==> src/rtl/mask_generator_pipe.sv <==
// mask_generator_pipe: 4-stage RGB change-mask generator with a causal run-length filter and per-frame foreground count.
// Define MASK_HYST_EN to add the threshold_lo hysteresis input.
module mask_generator_pipe #(
  parameter int RB_W    = 5,
  parameter int G_W     = 6,
  parameter int MIN_RUN = 2,
  parameter int CNT_W   = 20
) (
  input  logic             clk_25,
  input  logic             rst_n,
  input  logic [31:0]      threshold,
`ifdef MASK_HYST_EN
  input  logic [31:0]      threshold_lo,
`endif
  input  logic             read,
  input  logic [9:0]       sync_x,
  input  logic [9:0]       sync_y,
  input  logic [RB_W-1:0]  ccd_r,
  input  logic [G_W-1:0]   ccd_g,
  input  logic [RB_W-1:0]  ccd_b,
  input  logic [RB_W-1:0]  dvi_r,
  input  logic [G_W-1:0]   dvi_g,
  input  logic [RB_W-1:0]  dvi_b,
  output logic             valid,
  output logic             mask,
  output logic [9:0]       mask_x,
  output logic [9:0]       mask_y,
  output logic [CNT_W-1:0] fg_count_frame,
  output logic             frame_done
);
  localparam int SH    = G_W - RB_W;
  localparam int SQ_W  = 2 * G_W;
  localparam int SUM_W = 2 * G_W + 2;
  localparam int CMP_W = (SUM_W > 32) ? SUM_W : 32;
  localparam int RUN_W = $clog2(MIN_RUN + 1);
  localparam logic [RUN_W-1:0] RUN_MAX = RUN_W'(MIN_RUN);
  localparam logic [CNT_W-1:0] CNT_MAX = '1;

  function automatic logic [G_W-1:0] absdiff(input logic [G_W-1:0] a, input logic [G_W-1:0] b);
    return (a >= b) ? a - b : b - a;
  endfunction

  // Red/blue are scaled up to green's range so all channels weigh equally.
  logic [G_W-1:0] cr, cb, rr, rb;
  assign cr = G_W'(ccd_r) << SH;
  assign cb = G_W'(ccd_b) << SH;
  assign rr = G_W'(dvi_r) << SH;
  assign rb = G_W'(dvi_b) << SH;

  logic           v1;
  logic [9:0]     x1, y1;
  logic [G_W-1:0] d1_r, d1_g, d1_b;

  always_ff @(posedge clk_25 or negedge rst_n) begin
    if (!rst_n) begin
      v1   <= 1'b0;
      x1   <= '0;
      y1   <= '0;
      d1_r <= '0;
      d1_g <= '0;
      d1_b <= '0;
    end else begin
      v1   <= read;
      x1   <= sync_x;
      y1   <= sync_y;
      d1_r <= absdiff(cr, rr);
      d1_g <= absdiff(ccd_g, dvi_g);
      d1_b <= absdiff(cb, rb);
    end
  end

  logic [SQ_W-1:0]  sq_r, sq_g, sq_b;
  logic [SUM_W-1:0] sum_c;
  assign sq_r  = SQ_W'(d1_r) * SQ_W'(d1_r);
  assign sq_g  = SQ_W'(d1_g) * SQ_W'(d1_g);
  assign sq_b  = SQ_W'(d1_b) * SQ_W'(d1_b);
  assign sum_c = SUM_W'(sq_r) + SUM_W'(sq_g) + SUM_W'(sq_b);

  logic             v2;
  logic [9:0]       x2, y2;
  logic [SUM_W-1:0] sum2;

  always_ff @(posedge clk_25 or negedge rst_n) begin
    if (!rst_n) begin
      v2   <= 1'b0;
      x2   <= '0;
      y2   <= '0;
      sum2 <= '0;
    end else begin
      v2   <= v1;
      x2   <= x1;
      y2   <= y1;
      sum2 <= sum_c;
    end
  end

  logic [31:0] thr_sel;
  logic        raw_c;
  assign raw_c = CMP_W'(sum2) > CMP_W'(thr_sel);

`ifdef MASK_HYST_EN
  // Last valid pixel seen at this stage; lowers the threshold while a line stays foreground.
  logic       hyst_fg;
  logic [9:0] hyst_y;

  always_comb begin
    thr_sel = threshold;
    if (hyst_fg && (x2 != '0) && (y2 == hyst_y))
      thr_sel = threshold_lo;
  end

  always_ff @(posedge clk_25 or negedge rst_n) begin
    if (!rst_n) begin
      hyst_fg <= 1'b0;
      hyst_y  <= '0;
    end else if (v2) begin
      hyst_fg <= raw_c;
      hyst_y  <= y2;
    end
  end
`else
  assign thr_sel = threshold;
`endif

  logic       v3, raw3;
  logic [9:0] x3, y3;

  always_ff @(posedge clk_25 or negedge rst_n) begin
    if (!rst_n) begin
      v3   <= 1'b0;
      raw3 <= 1'b0;
      x3   <= '0;
      y3   <= '0;
    end else begin
      v3   <= v2;
      raw3 <= raw_c;
      x3   <= x2;
      y3   <= y2;
    end
  end

  logic [RUN_W-1:0] run_cnt, run_next;
  logic [9:0]       prev_y;
  logic             new_line, mask_next, frame_start;
  logic [CNT_W-1:0] fg_run;

  always_comb begin
    new_line = (x3 == '0) || (y3 != prev_y);
    run_next = '0;
    if (raw3) begin
      if (new_line)
        run_next = RUN_W'(1);
      else if (run_cnt == RUN_MAX)
        run_next = RUN_MAX;
      else
        run_next = run_cnt + 1'b1;
    end
    mask_next   = !(run_next >= RUN_MAX);
    frame_start = v3 && (x3 == '0) && (y3 == '0);
  end

  always_ff @(posedge clk_25 or negedge rst_n) begin
    if (!rst_n) begin
      valid          <= 1'b0;
      mask           <= 1'b1;
      mask_x         <= '0;
      mask_y         <= '0;
      run_cnt        <= '0;
      prev_y         <= '0;
      fg_run         <= '0;
      fg_count_frame <= '0;
      frame_done     <= 1'b0;
    end else begin
      valid      <= v3;
      frame_done <= frame_start;
      if (v3) begin
        mask    <= mask_next;
        mask_x  <= x3;
        mask_y  <= y3;
        run_cnt <= run_next;
        prev_y  <= y3;
        if (frame_start) begin
          fg_count_frame <= fg_run;
          fg_run         <= {{(CNT_W-1){1'b0}}, ~mask_next};
        end else if (!mask_next && (fg_run != CNT_MAX)) begin
          fg_run <= fg_run + 1'b1;
        end
      end
    end
  end
endmodule

==> config.mk <==
export PLATFORM = sky130hd
export DESIGN_NAME = mask_generator_pipe
export DESIGN_NICKNAME = d
export VERILOG_FILES = /design/src/rtl/mask_generator_pipe.sv
export SDC_FILE = /design/constraint.sdc
export NUM_CORES = 1
export LEC_CHECK = 0
export ABC_AREA = 1
export BUFFER_PORTS_ARGS = -buffer_cell sky130_fd_sc_hd__buf_2
export CAP_MARGIN = 5
export CORE_ASPECT_RATIO = 1.1
export CORE_MARGIN = 1.5
export CORE_UTILIZATION = 40
export CTS_CLUSTER_SIZE = 14
export DETAILED_ROUTE_END_ITERATION = 7
export MAX_ROUTING_LAYER = met4
export SLEW_MARGIN = 40
export SYNTH_ARGS = -nofsm -noshare
export SYNTH_HDL_FRONTEND = slang
export SYNTH_SLANG_ARGS = --single-unit
==> constraint.sdc <==
create_clock -name clk_25 -period 9.45 [get_ports clk_25]
set_input_delay 1.4175 -clock clk_25 [delete_from_list [all_inputs] [get_ports clk_25]]
set_output_delay 1.4175 -clock clk_25 [all_outputs]
set_load 0.03 [all_outputs]
Word level (Yosys, flattened, before mapping). Index checks and enable logic that the tools add are counted.

Register bits after elaboration: 161. Bits in latches: 0. Bits in writable memories: 0. Bits in read-only memories: 0. Bits of input ports: 87. Memories: 0.

$add $sub $neg: 10. $mul: 3. Div/mod/pow operators: 0. $lt $le $gt $ge: 5. Eq/ne operators: 3. Shifts and indexed selects: 0. Muxes and demuxes: 8. Bitwise logic cells: 0. Reductions and logical operators: 10.

Operators by type and width (count): 20-bit 2-to-1 mux (2); 6-bit by 6-bit multiplier with 12-bit output (3); 6-bit subtractor (6); 14-bit by 32-bit > comparator with 1-bit output (1); 20-bit by 1-bit adder with 20-bit output, second input constant (1); 10-bit logical NOT (2); 20-bit inequality test, second input constant (1); 6-bit >= comparator (3); 6-bit 2-to-1 mux (3); 13-bit by 12-bit adder with 14-bit output (1); 12-bit by 12-bit adder with 13-bit output (1); 10-bit inequality test (1); 2-bit 2-to-1 mux (3); 2-bit AND reduction (2); 1-bit logical AND (3); 2-bit by 1-bit adder with 2-bit output, second input constant (1); 2-bit equality test, second input constant (1); 2-bit >= comparator, second input constant (1); 2-bit nonzero test (1); 1-bit logical NOT (1); 1-bit logical OR (1).

Longest topological paths before layout.
Depth after elaboration: 8. Mapped depth: 22.

Worst setup path after synthesis. No wires, ideal clock.

Path kind: register to register. From: register d1_g[3]. To: register sum2[11]. Library setup time: 131 ps. Arrival time: 4743 ps. Slack: 4576 ps. Cell stages (with the launch flop): 18. Buffers on the path: 1. Clock period less this slack: 4874 ps. Path through: dfrtp_1 > clkbuf_1 > nand2_1 > fa_1 > fa_1 > inv_1 > fa_1 > inv_1 > fa_1 > fa_1 > inv_1 > fa_1 > ha_1 > a21oi_1 > o21ai_0 > a21oi_1 > o21ai_0 > xor2_1.

Word-level cells in the longest chain between the ends: 3.

RTL lines: start: declaration (line 52) `logic [G_W-1:0] d1_r, d1_g, d1_b;`; start signal: assignment (line 67) `d1_g <= absdiff(ccd_g, dvi_g);`; 6-bit by 6-bit multiplier with 12-bit output (line 75) `assign sq_g = SQ_W'(d1_g) * SQ_W'(d1_g);`; 12-bit by 12-bit adder with 13-bit output (line 77) `assign sum_c = SUM_W'(sq_r) + SUM_W'(sq_g) + SUM_W'(sq_b);`; 13-bit by 12-bit adder with 14-bit output (line 77); net sum_c[11] (line 73) `logic [SUM_W-1:0] sum_c;`; end signal: assignment (line 93) `sum2 <= sum_c;`; end: declaration (line 81) `logic [SUM_W-1:0] sum2;`.

The timed path passes the listed nets, and every way through them passes these cells. A chain may end at the register's enable or synchronous reset.

Worst setup path after layout. Ends and elaborated chain as after synthesis.

==> flow_summary.ini <==
[outcome]
status = completed

[global_routing]
grt_usage_pct = 17.0
grt_pass1_vias = 6864
antenna_found_initial = 0
grt_max_degree = 84
grt_pass1_wl_um = 31900
grt-ovfl-total = 0

[min_path]
hold_path.class = reg2reg
hold_path.startpoint = y1[4]$_DFF_PN0_

[floorplanning]
die-area_um2 = 24500
start_util_pct = 41.1
io_pins = 130
rows = 58
die_w_um = 150
core_um2 = 23000
die_h_um = 164

[routing]
via_per_inst = 4.58
wl_per_cell_um = 12.6
drt-initial-drc-count = 324
totalWireLength_um = 18900
vias = 6882
drtAntennaViolNets = 0
drc_errors = 0
detail_route.first_pass.iterations = 7

[clock_tree]
cts_setup_buffers = 0
cts_root_buffer = clkbuf_16
cts_hold_buffers = 0
clk_pin_slew_ns = 0.08
clkSinkCount = 158
worstSkewPairLatency_ns = 0.43
post_cts_resized = 0
cts_made_buffers = 17
htreeDepth = 4
clock_path_buffers = 2
cts_tree = done

[worst_setup_path]
r2r_cells = 16
critPathCapture = sum2[11]$_DFF_PN0_
start_kind = register
worstReg2RegStart = d1_g[3]$_DFF_PN0_
cp_max_fo = 9
arrival_ns = 5.31
reg2reg_to = sum2[11]$_DFF_PN0_
worst_setup_path_end_kind = register
required_ns = 9.76
r2r_slack_ns = 4.44
crit_start = d1_g[3]$_DFF_PN0_
path_class = reg2reg

[placed_design]
gp_congestion = 0.930
numPortBuffers = 129
dpl_worst_slack_ns = 4.44
post_dp_cell_area_um2 = 10400
dpl.cell_count = 1468
dp_hpwl_um = 14600

[sta]
setup_tns_ns = 0
rsz0062_at_grt = false
fin_crit_sh_pct = 53.0
fmax_mhz = 200
setup_viol = 0
slew_viol_final = 0
worstMarginPinSlew_ns = 0.713
finClkSkew_ns = 0.00996
max-slew-margin-rel_pct = 52.5
post-route-min-period_ns = 5.01
fin_ws_ns = 4.44
hold_viol_final = 0

[job]
maxCapViolCount = 0

[power]
power_leakage_nw = 6.09
vdd_ir_drop_max_mv = 0.553
powerDensity_nw_per_um2 = 363
finalPower_mw = 4.01

[cells_and_area]
final_common_cell = nand2_1
stdcell_count = 1501
n_antenna_cell = 0
areaGrowthSynthToFinish_pct = 17.1
drive_gt1_share_pct = 15.9
design_area_um2 = 11100
layout_common_cells = nand2_1, inv_1, dfrtp_1, buf_2, ha_1
fin_nets = 1406

[synthesis]
seq_area_frac_synth_pct = 41.9
synth_seq_cells = 158
synthCells = 1057
synth.net_count = 1275
avgSynthCellArea_um2 = 8.93
synth_warnings = 0
syn-cell-area_um2 = 9440
ys_types = 40
power breakdown:
part	switching (mW)	internal (mW)
clock	0.334	0.360
combinational	1.44	1.04
sequential	0.0445	0.789
total	1.82	2.19
per-stage QoR:
step,hold WS (ns),util (%)
after floorplan,0.331,-
after global placement,0.332,45.2
after detailed placement,0.335,45.2
after CTS,0.345,47.9
after global routing,0.346,48.1
final,0.344,48.1
worst min-delay path by stage:
stage,endpoint,cells after the start
5_1_grt,y2[4]$_DFF_PN0_,0
3_3_place_gp,x3[2]$_DFF_PN0_,0
2_1_floorplan,v2$_DFF_PN0_,0
3_5_place_dp,v2$_DFF_PN0_,0
6_report,y2[4]$_DFF_PN0_,0
4_1_cts,y2[4]$_DFF_PN0_,0
worst max-delay path: stages (launching register included):
cell	delay [ns]
dfrtp_1	0.51
nand2_1	0.11
fa_1	0.51
fa_1	0.55
inv_1	0.05
fa_1	0.52
inv_1	0.05
fa_1	0.41
inv_1	0.08
fa_1	0.44
fa_1	0.49
ha_1	0.37
a21oi_1	0.19
o21ai_0	0.12
a21oi_1	0.21
o21ai_0	0.13
xor2_1	0.15
layout make-up:
cell class,count,area [um^2]
sequential,158,3960
clock inverter,15,196
timing repair buffer,133,706
inverter,212,796
clock buffer,17,425
multi-input combinational,666,4600
tap,300,375
fill,2196,12000
synth_stat cells:
| cell | instances | area share [%] |
|---|---|---|
| nand2_1 | 234 | 9.3 |
| inv_1 | 201 | 8.0 |
| dfrtp_1 | 157 | 42 |
| ha_1 | 80 | 11 |
| nor2_1 | 79 | 3.1 |
| fa_1 | 51 | 11 |
| o21ai_0 | 35 | 1.9 |
| nand3_1 | 32 | 1.7 |
| a21oi_1 | 31 | 1.6 |
| xor2_1 | 28 | 2.6 |
| nand4_1 | 21 | 1.4 |
| o21ai_1 | 16 | 0.85 |
| clkbuf_1 | 15 | 0.60 |
| inv_2 | 11 | 0.44 |
| xnor2_1 | 9 | 0.83 |
| nor4_1 | 8 | 0.53 |
| nor3_1 | 6 | 0.32 |
| buf_2 | 5 | 0.26 |
| nand2_2 | 5 | 0.33 |
| a21o_1 | 4 | 0.32 |
| nand3b_1 | 3 | 0.24 |
| o21a_1 | 3 | 0.24 |
| a221oi_1 | 2 | 0.19 |
| nand3_2 | 2 | 0.21 |
| nor3_4 | 2 | 0.34 |
| o211ai_1 | 2 | 0.16 |
| or2_0 | 2 | 0.13 |
| a211oi_1 | 1 | 0.080 |
| a21oi_2 | 1 | 0.093 |
| a31o_2 | 1 | 0.093 |
| and3_1 | 1 | 0.066 |
| buf_6 | 1 | 0.12 |
| dfstp_2 | 1 | 0.28 |
| mux2i_1 | 1 | 0.11 |
| nor2_2 | 1 | 0.066 |
| nor2_4 | 1 | 0.12 |
| nor3_2 | 1 | 0.11 |
| nor4b_1 | 1 | 0.093 |
| o2111ai_1 | 1 | 0.093 |
| o21bai_1 | 1 | 0.080 |
per-layer routing:
layer	share of wire [%]	vias to the layer above	GRT usage, %	wire [um]
met5	0	-	-	0
met4	1.8	0	5.85	348
met3	3.6	22	2.86	671
met2	50	131	29.5	9510
met1	44	3200	20.0	8360
li1	-	3529	-	-
logic make-up after synthesis:
logic type	synth area share, %
AOI/OAI and AO/OA	5.68
xor gates and xnor gates	3.43
adders and majority gates	21.4
buffers and inverters	9.41
DFF	41.9
muxes	0.106
and+or+nand+nor	18.1
flip-flops by register name, indices dropped and copies added, names as in the netlist, 2 cells and up:
name	cells
d1_g	6
x2	10
d1_b	5
prev_y	10
x3	10
fg_count_frame	20
mask_x	10
y3	10
y1	10
d1_r	5
y2	10
run_cnt	2
sum2	13
x1	10
fg_run	20
Power figures use the tool's default switching activity.
